### config.mk
export PLATFORM = sky130hd
export DESIGN_NAME = mc_controller
export DESIGN_NICKNAME = d
export VERILOG_FILES = /design/src/rtl/mc_pkg.sv /design/src/rtl/mc_aludec.sv /design/src/rtl/mc_controller.sv
export SDC_FILE = /design/constraint.sdc
export NUM_CORES = 1
export LEC_CHECK = 0
export BUFFER_PORTS_ARGS = -buffer_cell sky130_fd_sc_hd__buf_4
export CORE_UTILIZATION = 33
export DETAILED_ROUTE_END_ITERATION = 16
export SYNTH_ARGS = -nofsm -noshare
export SYNTH_HDL_FRONTEND = slang
export SYNTH_SLANG_ARGS = --single-unit
### constraint.sdc
create_clock -name clk -period 2.01 [get_ports clk]
set_input_delay 0.402 -clock clk [delete_from_list [all_inputs] [get_ports clk]]
set_output_delay 0.402 -clock clk [all_outputs]
set_load 0.02 [all_outputs]
### src/rtl/mc_pkg.sv
// Shared constants for the RV32I multicycle controller: states, opcodes, select and ALU codes.
package mc_pkg;

  localparam int unsigned STATE_W = 4;

  // FSM state encoding
  localparam logic [3:0] S_FETCH    = 4'd0;
  localparam logic [3:0] S_DECODE   = 4'd1;
  localparam logic [3:0] S_MEMADR   = 4'd2;
  localparam logic [3:0] S_MEMREAD  = 4'd3;
  localparam logic [3:0] S_MEMWB    = 4'd4;
  localparam logic [3:0] S_MEMWRITE = 4'd5;
  localparam logic [3:0] S_EXECR    = 4'd6;
  localparam logic [3:0] S_EXECI    = 4'd7;
  localparam logic [3:0] S_ALUWB    = 4'd8;
  localparam logic [3:0] S_JAL      = 4'd9;
  localparam logic [3:0] S_BRANCH   = 4'd10;
  localparam logic [3:0] S_HALT     = 4'd11;

  // Supported opcodes
  localparam logic [6:0] OP_LOAD   = 7'b0000011;
  localparam logic [6:0] OP_STORE  = 7'b0100011;
  localparam logic [6:0] OP_RTYPE  = 7'b0110011;
  localparam logic [6:0] OP_ITYPE  = 7'b0010011;
  localparam logic [6:0] OP_JAL    = 7'b1101111;
  localparam logic [6:0] OP_BRANCH = 7'b1100011;

  // ALUControl codes
  localparam logic [2:0] ALU_ADD = 3'b000;
  localparam logic [2:0] ALU_SUB = 3'b001;
  localparam logic [2:0] ALU_AND = 3'b010;
  localparam logic [2:0] ALU_OR  = 3'b011;
  localparam logic [2:0] ALU_SLT = 3'b101;

  // ALUOp from the FSM to the ALU decoder
  localparam logic [1:0] ALUOP_ADD   = 2'b00;
  localparam logic [1:0] ALUOP_SUB   = 2'b01;
  localparam logic [1:0] ALUOP_FUNCT = 2'b10;

  // Mux select codes
  localparam logic [1:0] RES_ALUOUT    = 2'b00;
  localparam logic [1:0] RES_DATA      = 2'b01;
  localparam logic [1:0] RES_ALURESULT = 2'b10;

  localparam logic [1:0] SRCA_PC    = 2'b00;
  localparam logic [1:0] SRCA_OLDPC = 2'b01;
  localparam logic [1:0] SRCA_REG   = 2'b10;

  localparam logic [1:0] SRCB_REG  = 2'b00;
  localparam logic [1:0] SRCB_IMM  = 2'b01;
  localparam logic [1:0] SRCB_FOUR = 2'b10;

  localparam logic [1:0] IMM_I = 2'b00;
  localparam logic [1:0] IMM_S = 2'b01;
  localparam logic [1:0] IMM_B = 2'b10;
  localparam logic [1:0] IMM_J = 2'b11;

  // Immediate format implied by the opcode
  function automatic logic [1:0] imm_src(input logic [6:0] op);
    case (op)
      OP_STORE:  return IMM_S;
      OP_BRANCH: return IMM_B;
      OP_JAL:    return IMM_J;
      default:   return IMM_I;
    endcase
  endfunction

endpackage

### src/rtl/mc_aludec.sv
// ALU control decoder: fixed add/sub, or funct3-driven operation for R/I instructions.
module mc_aludec
  import mc_pkg::*;
(
  input  logic [1:0] i_aluop,
  input  logic [2:0] i_funct3,
  input  logic       i_funct7b5,
  input  logic       i_op5,
  output logic [2:0] o_alucontrol
);

  // Select ALU operation; sub only for R-type with funct7b5 set
  always_comb begin
    o_alucontrol = ALU_ADD;
    case (i_aluop)
      ALUOP_SUB: o_alucontrol = ALU_SUB;
      ALUOP_FUNCT: begin
        case (i_funct3)
          3'b000:  o_alucontrol = (i_funct7b5 & i_op5) ? ALU_SUB : ALU_ADD;
          3'b010:  o_alucontrol = ALU_SLT;
          3'b110:  o_alucontrol = ALU_OR;
          3'b111:  o_alucontrol = ALU_AND;
          default: o_alucontrol = ALU_ADD;
        endcase
      end
      default: o_alucontrol = ALU_ADD;
    endcase
  end

endmodule

### src/rtl/mc_controller.sv
// Multicycle RV32I sequencer: Moore FSM driving strobes, mux selects and ALU control.
module mc_controller
  import mc_pkg::*;
#(
  parameter bit HALT_ON_ILLEGAL = 1'b1,
  parameter bit EXT_BRANCH      = 1'b1
) (
  input  logic       clk,
  input  logic       reset,
  input  logic [6:0] op,
  input  logic [2:0] funct3,
  input  logic       funct7b5,
  input  logic       Zero,
  input  logic       Lt,
  input  logic       mem_ready,
  output logic       PCWrite,
  output logic       AdrSrc,
  output logic       MemWrite,
  output logic       IRWrite,
  output logic       RegWrite,
  output logic [1:0] ResultSrc,
  output logic [1:0] ALUSrcA,
  output logic [1:0] ALUSrcB,
  output logic [1:0] ImmSrc,
  output logic [2:0] ALUControl,
  output logic       halted
);

  logic [STATE_W-1:0] r_state;
  logic [STATE_W-1:0] w_next;
  logic [1:0]         w_aluop;
  logic               w_pcwrite;
  logic               w_memwrite;
  logic               w_irwrite;
  logic               w_regwrite;
  logic               w_taken;

  // State register; reset returns to FETCH, abandoning any instruction in flight
  always_ff @(posedge clk or posedge reset) begin
    if (reset) r_state <= S_FETCH;
    else       r_state <= w_next;
  end

  // Branch condition from funct3; extended compares optional
  always_comb begin
    w_taken = 1'b0;
    case (funct3)
      3'b000:  w_taken = Zero;
      3'b001:  w_taken = EXT_BRANCH & ~Zero;
      3'b100:  w_taken = EXT_BRANCH & Lt;
      3'b101:  w_taken = EXT_BRANCH & ~Lt;
      default: w_taken = 1'b0;
    endcase
  end

  // Next-state and Moore output decode
  always_comb begin
    w_next     = r_state;
    w_aluop    = ALUOP_ADD;
    w_pcwrite  = 1'b0;
    w_memwrite = 1'b0;
    w_irwrite  = 1'b0;
    w_regwrite = 1'b0;
    AdrSrc     = 1'b0;
    ResultSrc  = RES_ALUOUT;
    ALUSrcA    = SRCA_PC;
    ALUSrcB    = SRCB_REG;
    halted     = 1'b0;
    case (r_state)
      S_FETCH: begin
        ALUSrcB   = SRCB_FOUR;
        ResultSrc = RES_ALURESULT;
        w_irwrite = mem_ready;
        w_pcwrite = mem_ready;
        w_next    = mem_ready ? S_DECODE : S_FETCH;
      end
      S_DECODE: begin
        ALUSrcA = SRCA_OLDPC;
        ALUSrcB = SRCB_IMM;
        case (op)
          OP_LOAD, OP_STORE: w_next = S_MEMADR;
          OP_RTYPE:          w_next = S_EXECR;
          OP_ITYPE:          w_next = S_EXECI;
          OP_JAL:            w_next = S_JAL;
          OP_BRANCH:         w_next = S_BRANCH;
          default:           w_next = HALT_ON_ILLEGAL ? S_HALT : S_FETCH;
        endcase
      end
      S_MEMADR: begin
        ALUSrcA = SRCA_REG;
        ALUSrcB = SRCB_IMM;
        w_next  = op[5] ? S_MEMWRITE : S_MEMREAD;
      end
      S_MEMREAD: begin
        AdrSrc = 1'b1;
        w_next = mem_ready ? S_MEMWB : S_MEMREAD;
      end
      S_MEMWB: begin
        ResultSrc  = RES_DATA;
        w_regwrite = 1'b1;
        w_next     = S_FETCH;
      end
      S_MEMWRITE: begin
        AdrSrc     = 1'b1;
        w_memwrite = 1'b1;
        w_next     = mem_ready ? S_FETCH : S_MEMWRITE;
      end
      S_EXECR: begin
        ALUSrcA = SRCA_REG;
        ALUSrcB = SRCB_REG;
        w_aluop = ALUOP_FUNCT;
        w_next  = S_ALUWB;
      end
      S_EXECI: begin
        ALUSrcA = SRCA_REG;
        ALUSrcB = SRCB_IMM;
        w_aluop = ALUOP_FUNCT;
        w_next  = S_ALUWB;
      end
      S_ALUWB: begin
        w_regwrite = 1'b1;
        w_next     = S_FETCH;
      end
      S_JAL: begin
        ALUSrcA   = SRCA_OLDPC;
        ALUSrcB   = SRCB_FOUR;
        w_pcwrite = 1'b1;
        w_next    = S_ALUWB;
      end
      S_BRANCH: begin
        ALUSrcA   = SRCA_REG;
        ALUSrcB   = SRCB_REG;
        w_aluop   = ALUOP_SUB;
        w_pcwrite = w_taken;
        w_next    = S_FETCH;
      end
      S_HALT: begin
        halted = 1'b1;
        w_next = S_HALT;
      end
      default: w_next = S_FETCH;
    endcase
  end

  // Strobes are suppressed for as long as reset is asserted
  assign PCWrite  = w_pcwrite  & ~reset;
  assign MemWrite = w_memwrite & ~reset;
  assign IRWrite  = w_irwrite  & ~reset;
  assign RegWrite = w_regwrite & ~reset;

  assign ImmSrc = imm_src(op);

  mc_aludec u_aludec (
    .i_aluop      (w_aluop),
    .i_funct3     (funct3),
    .i_funct7b5   (funct7b5),
    .i_op5        (op[5]),
    .o_alucontrol (ALUControl)
  );

endmodule

# After elaboration in Yosys (flattened, before gate mapping)

Index checks and enable logic that the tools add are counted.

Add/sub/neg operators: 0
Div/mod/pow operators: 0
Eq/ne operators: 25
Magnitude comparators: 0
Reduce and logical (&&, ||, !) cells: 11
Multipliers: 0
Shift operators: 0
Bitwise operators: 8
Multiplexer cells: 21

Operators with widths:

| cell               | number |
|---|---|
| $pmux 4 s7         | 1 |
| $pmux 4 s5         | 1 |
| $eq 4x3->1 const B | 4 |
| $eq 4x4->1 const B | 4 |
| $pmux 2 s2         | 4 |
| $eq 7x6->1 const B | 2 |
| $eq 7x7->1 const B | 2 |
| $eq 3x3->1 const B | 4 |
| $pmux 3 s4         | 1 |
| $reduce_or 2->1    | 6 |
| $mux 3             | 3 |
| $eq 4x2->1 const B | 2 |
| $eq 7x2->1 const B | 1 |
| $eq 7x5->1 const B | 1 |
| $mux 1             | 7 |
| $pmux 2 s3         | 1 |
| $pmux 3 s2         | 1 |
| $reduce_or 3->1    | 2 |
| $and 1x1->1        | 5 |
| $eq 4x1->1 const B | 1 |
| $logic_not 4->1    | 1 |
| $pmux 1 s4         | 1 |
| $reduce_or 4->1    | 1 |
| $eq 3x1->1 const B | 1 |
| other kinds (6)    | 8 |

Memories: 0
ROM bits: 0
Bits of input ports: 16
Bits in writable memories: 0
Bits in latches: 0
Word-level logic and storage cells: 66
Bits in registers: 4
Output and inout bits: 17

# Depth between registers and ports, before layout

Gate-level depths: netlist of the first run.

Depth after elaboration: 5
Gate-level depth with buffers: 7
Gate-level depth less buffers: 6

# Cells and area by module

From an unflattened synthesis of the first run, not the netlist that was laid out.

Cells, all modules: 81
Area, all modules: 670.6 µm²

Modules (own cells, without submodules):

| module        | seq. area each (µm²) | area each (µm²) | cells each | times used |
|---|---|---|---|---|
| mc_controller | 100.1                | 574.3           | 70         | 1 |
| mc_aludec     | 0.0                  | 96.3            | 11         | 1 |

# Least setup slack after synthesis of the first run

Ideal clock, no wire load.

Kind: register to output
From: register r_state[2]
To: output ALUControl[2]
Arrival: 1.759 ns
Cell stages (with the launch flop): 6
Setup slack: -0.151 ns
Required time: 1.608 ns
Buffers on the path: 1
Cell sequence: dfrtp_1 -> buf_4 -> inv_1 -> nand3_1 -> ha_1 -> nor4_1

Word-level cells in the longest chain between the ends: 5
Elaborated cells between the ends (all ways): 8
Those cells by class: 5 x eq/ne; 2 x mux; 1 x reduce/logical

Ends and longest elaborated chain:

| what                                            | line                | text |
|---|---|---|
| start: declaration                              | mc_controller.sv:29 | `logic [STATE_W-1:0] r_state;` |
| start signal: assignment                        | mc_controller.sv:41 | `else r_state <= w_next;` |
| $eq 4x3->1                                      | mc_controller.sv:69 | `case (r_state)` |
| $reduce_or 2->1 (no line)                       | --                  |  |
| $pmux 2 s2 (*)                                  | mc_controller.sv:69 |  |
| $eq 2x2->1 / $eq 2x1->1 (equally long branches) | mc_aludec.sv:15     | `case (i_aluop)` |
| $pmux 3 s2 (*)                                  | mc_aludec.sv:15     |  |
| end: declaration                                | mc_controller.sv:25 | `output logic [2:0] ALUControl,` |

Mark *: on every way between the ends. The rest lies on a longest branch, timed or not.

# Final worst setup path of the first run

From: register r_state[0]
To: output ALUControl[2]

Same word-level chain as after synthesis.

==> results.md, run 1 <==
- The run finished with clean final reports.
- Synthesis produced 83 cells.
- The count of max-cap constraint violations is 0.
- The critical path goes through nor2b_4, nand3_4, ha_4, nor4_4, buf_4.
- The number of buffers and inverters on the critical path is 1.
- Internal power comes to 654 uW.
- The detailed router finished its first iteration with 30 violations.
- The H-tree level count is 1.
- The tightest slew margin relative to the limit is 0.731.
- Measured along the x axis, the die boundary spans 44.9 um.
- The number of flip-flops under the largest register name is 4.
- The largest registers in the layout are r_state (4).
- Buffers placed on the I/O ports in this run total 32.
- r_state holds more flip-flops than any other register.
- Subtracting the final worst setup slack from the clock period gives 1.96 ns.
- The compound-gate portion of the synthesized area is 0.206.
- The element type at the critical path start is a flop.
- Across every metal layer, demand over resource in global routing totals 0.188.
- The number of synthesized register bits is 4.
- After synthesis the cells add up to 608 um2.
- The first detailed-routing pass took 4 iterations.
- The synthesized area per cell is 7.33 um2.
- After detailed routing, the average wire length per cell comes to 12.3 um.
- The fraction of registers with async set or reset after synthesis is 1.00.
- The post-CTS clock slew at the launch and capture registers of the worst setup and hold paths is 0.04 ns.
- The number of clock buffers inserted by TritonCTS is 3.
- The largest incremental delay on the critical path is 0.40 ns.
- For this design, the slowest cell found on the critical path is sky130_fd_sc_hd__dfrtp_1.
- The number of inserted diodes is 0.
- Dividing the final minimum period by the clock period gives 0.973.
- The net switching power figure is 583 uW.
- Of the total power, the clock network draws 0.086.
- The worst endpoint data arrival time is 1.55 ns.
- The initial antenna violation count came to 0.
- Of all nets on the critical path, the largest fanout is 3.
- Counting every net in the synthesized netlist gives 101.
- In this run the vertical extent of the chip is 44.9 um.
- In the synthesized netlist, the cells that appear most often are sky130_fd_sc_hd__nand2_1, sky130_fd_sc_hd__inv_1, sky130_fd_sc_hd__nor3_1.
- Of the synthesized area, sequential elements account for 0.165.
- Setup violations remaining at the end of the flow were counted as 0.
- The clock net in this run drives a total of 4 sinks.
- The relative contribution of sequential cells to total power is 0.129.
- The critical path is of the flop to output pin type.
- The total count of hold-check failures in the final report is 0.
- In this run the power density over the cells is 1190 nW/um2.
- Of the total synthesized cell area, the portion taken by full adders, half adders and majority gates is 0.0412.
- In this run the count of I/O pins placed on the die edge is 33.
- In the post-route analysis, the smallest setup slack over all paths is 0.0540 ns.
- In this run the static leakage power is 0.000476 uW.
- The total core area is 1730 um2.
- Of the total synthesized cell area, the portion taken by AND, OR, NAND and NOR gates is 0.412.
- The share of total power consumed by net switching is 0.471.
- The Yosys step of the flow raised 0 warnings.
- The first-pass GRT wire length is 2750 um.
- The die area is 2020 um2.
- The final global-route overflow total is 0.
- The detailed router placed 776 vias in this run.
- The total placed cells including tap cells is 145.
- The clock insertion delay at the later pin of the skew report is 0.24 ns.
- The post-detailed-routing wire length is 1840 um.
- The clock passes through at most 2 buffers.
- The slew at the pin closest to its max-slew limit is 0.393 ns.
- The share of synthesized area in the top cell type comes to 0.165.
- Once detail routing completed, the nets flagged for antenna violations numbered 0.
- Yosys mapped the design onto 36 distinct sky130hd cell types.
- The signed area change from the synthesized netlist to the final layout is 70.6%.
- The final max-slew violation count was 0.
- The TritonCTS clock tree is yes.
- The finished layout holds 150 standard cells, fillers aside.
- Across the VDD grid, the largest voltage drop is 628 uV.
- The most used flip-flop cell after synthesis is sky130_fd_sc_hd__dfrtp_1.
- In the routed design, unresolved DRC markers number 0.
- The CTS root buffer is sky130_fd_sc_hd__clkbuf_4.
- The portion of synthesized area spent on multiplexers is 0.0329.
- The endpoint type of the worst setup path is an output pin.
- The path class of the tightest hold or removal check is primary input to asynchronous set/reset pin.
- The floorplan has 15 rows.
- The combinational family with the most area after synthesis is simple AND/OR/NAND/NOR gates.
- Derived from the worst setup path, the maximum achievable clock frequency is 511 MHz.
- The average via count per standard cell is 5.17.
- The initial cell density of the core is 0.352.
- In this run, synthesis inferred 0 flip-flops with an integrated enable.
- The via count of the first global-routing pass is 644.
- In this design, the largest share of critical-path delay is due to simple AND/OR/NAND/NOR gates.
- For this run, the post-layout net count is 145.
- The clock skew after layout is 0.000103 ns.
- Yosys instantiated no cell more often than sky130_fd_sc_hd__nand2_1.
- The combinational fraction of design power is 0.784.
- Before CTS, the worst setup slack after placement is 0.158 ns.
- The post-detailed-placement half-perimeter wirelength is 1430 um.
- The last weighted congestion value of the routability-driven placer is 0.793.
- The largest net degree at the start of global routing is 17.
- Of the total synthesized cell area, the portion taken by XOR and XNOR cells is 0.0576.
- The fraction of final layout cells sized beyond drive strength 1 is 0.488.
- Ranked by total cell area, the synthesized netlist is headed by sky130_fd_sc_hd__dfrtp_1, sky130_fd_sc_hd__nor3_1, sky130_fd_sc_hd__nor4_1.
- Data on the critical path is required at its endpoint by 1.61 ns.
- Of all cell types, the one taking the most synthesized area is sky130_fd_sc_hd__dfrtp_1.
## power by group through the flow
stage	clock (uW)	combinational (uW)	sequential, uW
after floorplan	0	553	149
after global placement	0	873	147
after detailed placement	0	876	147
after CTS	109	929	155
after global routing	112	1050	163
final	107	970	160
## per-layer routing
layer | global-route usage | share of wire
met2 | 0.281 | 0.46
met4 | 0.0545 | 0.0071
met5 | 0 | 0
met3 | 0.0480 | 0.077
met1 | 0.265 | 0.46
## worst paths after layout
check                      slack, ns            startpoint                   end  depth (start not counted)
max                             0.05  r_state[0]$_DFF_PP0_         ALUControl[2]                          5
min                              0.1                 reset  r_state[0]$_DFF_PP0_                          2
max reg2reg                     0.46  r_state[3]$_DFF_PP0_  r_state[0]$_DFF_PP0_                          5
min reg2reg                     0.66  r_state[1]$_DFF_PP0_  r_state[2]$_DFF_PP0_                          2
max in group asynchronous       1.74                 reset  r_state[1]$_DFF_PP0_                          2
min in group clk                0.49                 op[4]  r_state[2]$_DFF_PP0_                          3
## cells by family after synthesis
| kind of cell | Yosys count |
|---|---|
| compound gates | 16 |
| xor+xnor | 4 |
| fa+ha+maj | 2 |
| buf+inv | 12 |
| flops | 4 |
| mux | 2 |
| simple gates | 43 |
## through the flow
stage	util	power, uW	hold WS, ns	setup TNS [ns]	cell area (um2)
final	0.601	1240	0.0958	0	1040
after CTS	0.585	1190	0.0836	0	1010
after global routing	0.601	1320	0.103	-0.00231	1040
after detailed placement	0.542	1020	0.342	0	936
after floorplan	-	702	0.168	0	619
after global placement	0.542	1020	0.343	0	936
## cells in the final DEF (no fill, tap or decap), types with 3 or more instances in the layout
cell                       instances
sky130_fd_sc_hd__inv_1             6
sky130_fd_sc_hd__nor2b_1           3
sky130_fd_sc_hd__a21oi_1           3
sky130_fd_sc_hd__nand2_1           8
sky130_fd_sc_hd__clkbuf_4          3
sky130_fd_sc_hd__buf_4            43
sky130_fd_sc_hd__nand2b_1          3
sky130_fd_sc_hd__nor3_1            7
sky130_fd_sc_hd__xnor2_1           3
sky130_fd_sc_hd__nor2_1            4
sky130_fd_sc_hd__nor4_1            4
## repair_timing
item | CTS | global route
endpoints found under the hold margin | 0 | 0
gates resized for setup | 7 | 6
setup endpoints to repair | 3 | 4
pin swaps | 1 | 0
hold buffers | 0 | 0
setup buffers | 1 | 1
## layout make-up
type                            count  area, um2
Inverter                            8       30.0
Fill cell                         171        689
Multi-Input combinational cell     67        528
Sequential cell                     4        103
Clock buffer                        3       22.5
Timing Repair Buffer               43        323
Tap cell                           25       31.3
Note: power is estimated with default switching activity, not from simulation.
==> inputs of run 2 (changes only) <==
--- a/config.mk
+++ b/config.mk
@@ -8,6 +8,7 @@
 export BUFFER_PORTS_ARGS = -buffer_cell sky130_fd_sc_hd__buf_4
 export CORE_UTILIZATION = 33
 export DETAILED_ROUTE_END_ITERATION = 16
+export SLEW_MARGIN = 40
 export SYNTH_ARGS = -nofsm -noshare
 export SYNTH_HDL_FRONTEND = slang
 export SYNTH_SLANG_ARGS = --single-unit
==> constraint.sdc (replaced) <==
create_clock -name clk -period 2.01 [get_ports clk]
set_input_delay 0.1005 -clock clk [delete_from_list [all_inputs] [get_ports clk]]
set_output_delay 0.1005 -clock clk [all_outputs]
set_load 0.02 [all_outputs]
==> run 2 against run 1 <==
Effect of this change: critical endpoint unchanged; global-route usage fell by 0.36 points; clock skew rose by 0.0038 ns; via count fell by 4.1%; highest routed layer unchanged.
==> results.md, run 2 (same netlist as run 1, synthesis figures left out) <==
- The run finished with clean final reports.
- Setup violations remaining at the end of the flow were counted as 0.
- The clock insertion delay at the later pin of the skew report is 0.24 ns.
- The largest vdd supply drop is 630 uV.
- Setup total negative slack on the finished layout was measured at 0 ns.
- The library cell used most frequently in the layout, excluding fill and tap cells, is sky130_fd_sc_hd__buf_4.
- The register with the most flip-flops in the layout has 4 of them.
- Wires add up to 1670 um.
- The initial antenna violation count is 0.
- For the final database, setup skew stands at 0.00389 ns.
- The element type at the critical path start is a flop.
- The endpoint type of the worst setup path is an output pin.
- The register-to-register setup slack is 0.50 ns.
- The detail-routed net length per standard cell is 11.5 um.
- The register with the most flip-flops is r_state.
- The post-layout net count is 140.
- The maximum clock frequency is 536 MHz.
- The H-tree level count is 1.
- In this run, the number of DRC markers left after iteration 0 of detailed routing was 4.
- No sink is reached through more buffers than the 2 on the longest clock path.
- The post-layout minimum cycle time is 1.87 ns.
- The first global-routing pass estimated 2740 um of wire.
- The die area is 2020 um2.
- The HPWL after detailed placement is 1350 um.
- The total core area is 1730 um2.
- The post-CTS clock slew at the launch and capture registers of the worst setup and hold paths is 0.04 ns.
- The count of buffers inserted at the top-level ports is 32.
- The number of nets still failing antenna checks after routing is 0.
- The floorplan has 15 rows.
- For this run, the share of the core covered by cells in the final layout is 0.543.
- The startpoint of the worst setup timing path is r_state[3]$_DFF_PP0_.
- Dividing total power by cell area gives a power density of 1180 nW/um2.
- The CTS root buffer is sky130_fd_sc_hd__clkbuf_4.
- The tightest min-delay check is of the primary input to flop type.
- In this run the static leakage power is 0.000439 uW.
- Data arrives at the worst endpoint at 1.77 ns.
- The last weighted congestion value of the routability-driven placer is 0.843.
- TritonCTS created 3 clock buffers.
- The largest net degree at the start of global routing is 17.
- The TritonCTS clock tree is yes.
- Setup repair after global routing left no endpoint under its margin.
- The register area is 101 um2.
- After filler insertion, the fill cell instance count of the layout stands at 179.
- In the layout the commonest cells are sky130_fd_sc_hd__buf_4, sky130_fd_sc_hd__nand2_1, sky130_fd_sc_hd__inv_1, sky130_fd_sc_hd__nor3_1, sky130_fd_sc_hd__nor4_1.
- For this configuration, the core starts out at a cell density of 0.352.
- The total global routing track utilization is 0.184.
- In this run the critical register-to-register path is launched from r_state[3]$_DFF_PP0_.
- The total overflow left after global routing is 0.
- The slew at the pin closest to its max-slew limit is 0.413 ns.
- The die is 44.9 um tall.
- Measured in cells, the most critical reg-to-reg path has a length of 4.
- Detailed routing inserted a total of 744 vias.
- The data required time at the worst endpoint is 1.91 ns.
- CTS saw 4 sinks.
- The area used by multi-input combinational logic is 465 um2.
- Post-CTS timing repair inserted 0 buffers for setup.
- The average via count per standard cell is 5.13.
- The capture point of the critical path is ALUControl[2].
- The tightest slew margin relative to the limit is 0.724.
- The number of remaining DRC errors is 0.
- The reg-to-reg endpoint is r_state[0]$_DFF_PP0_.
- The worst setup path is of the flop to output pin kind.
- The signed area change from the synthesized netlist to the final layout is 54.3%.
- The total count of hold-check failures in the final report is 0.
- The fraction of final layout cells sized beyond drive strength 1 is 0.392.
- The count of max-cap constraint violations is 0.
- In this run the horizontal extent of the chip is 44.9 um.
- The number of inserted diodes is 0.
- Pin placement for this block handled 33 I/O pins.
- The final period utilization is 0.928.
- In the final layout, the registers with the most flip-flops are r_state (4).
- The final max-slew violation count is 0.
- The via count of the first global-routing pass is 624.
- Of all nets on the critical path, the largest fanout is 10.
- The first TritonRoute pass finished after 4 iterations.
run 2: changes by cell type in the layout (fill, tap and decap cells not counted), sizes merged:
cell | previous run | this run
buf | 43 | 37
dlygate4sd3 | 0 | 1
run 2: critical path: stages, from the launching register on:
cell,delay [ns]
sky130_fd_sc_hd__dfrtp_2,0.44
sky130_fd_sc_hd__nor2b_4,0.19
sky130_fd_sc_hd__nand3_1,0.12
sky130_fd_sc_hd__ha_1,0.35
sky130_fd_sc_hd__nor4_1,0.23
sky130_fd_sc_hd__buf_4,0.18
run 2: final cells by class:
cell class | count | area share
inverters | 8 | 0.0320
repair buffers | 38 | 0.307
flip-flops and latches | 4 | 0.108
clock buffers | 3 | 0.0240
multi-input cells | 67 | 0.496
well taps | 25 | 0.0333
run 2: per-stage QoR:
stage	instances	instance area (um2)	total power, uW	hold slack, ns	setup WS (ns)
detailed placement	141	895	977	0.0378	0.274
global route	145	938	1200	0.199	0.00899
floorplan	83	608	699	-0.133	0.151
CTS	145	928	1100	0.180	0.0397
global placement	141	895	980	0.0411	0.302
finish	145	938	1110	0.202	0.144
run 2: layer usage:
| metal | up-vias | global-route usage | part of all wire |
|---|---|---|---|
| li1 | 381 | - | - |
| met1 | 327 | 0.256 | 0.50 |
| met2 | 34 | 0.272 | 0.43 |
| met3 | 2 | 0.0440 | 0.060 |
| met4 | 0 | 0.0727 | 0.010 |
| met5 | - | 0 | 0 |
run 2: worst min path at each step:
stage | startpoint | to | slack, ns | depth (start not counted)
after floorplan | reset | r_state[0]$_DFF_PP0_ | -0.13 | 1
after global placement | reset | r_state[3]$_DFF_PP0_ | 0.04 | 2
after detailed placement | reset | r_state[3]$_DFF_PP0_ | 0.04 | 2
after CTS | op[4] | r_state[2]$_DFF_PP0_ | 0.18 | 3
after global routing | op[4] | r_state[2]$_DFF_PP0_ | 0.20 | 3
final | op[4] | r_state[2]$_DFF_PP0_ | 0.20 | 3
run 2: repair_timing:
item	4_1_cts	5_1_grt
hold buffers	1	0
resized for setup	1	3
setup endpoints to repair	1	3
endpoints found under the hold margin	4	0
run 2: report_power, final:
| part | internal (uW) | leakage (uW) | switching, uW |
|---|---|---|---|
| Combinational | 386 | 0.000375 | 433 |
| Sequential | 118 | 0.0000497 | 64.9 |
| Clock | 67.1 | 0.0000138 | 37.1 |
| Total | 572 | 0.000439 | 535 |
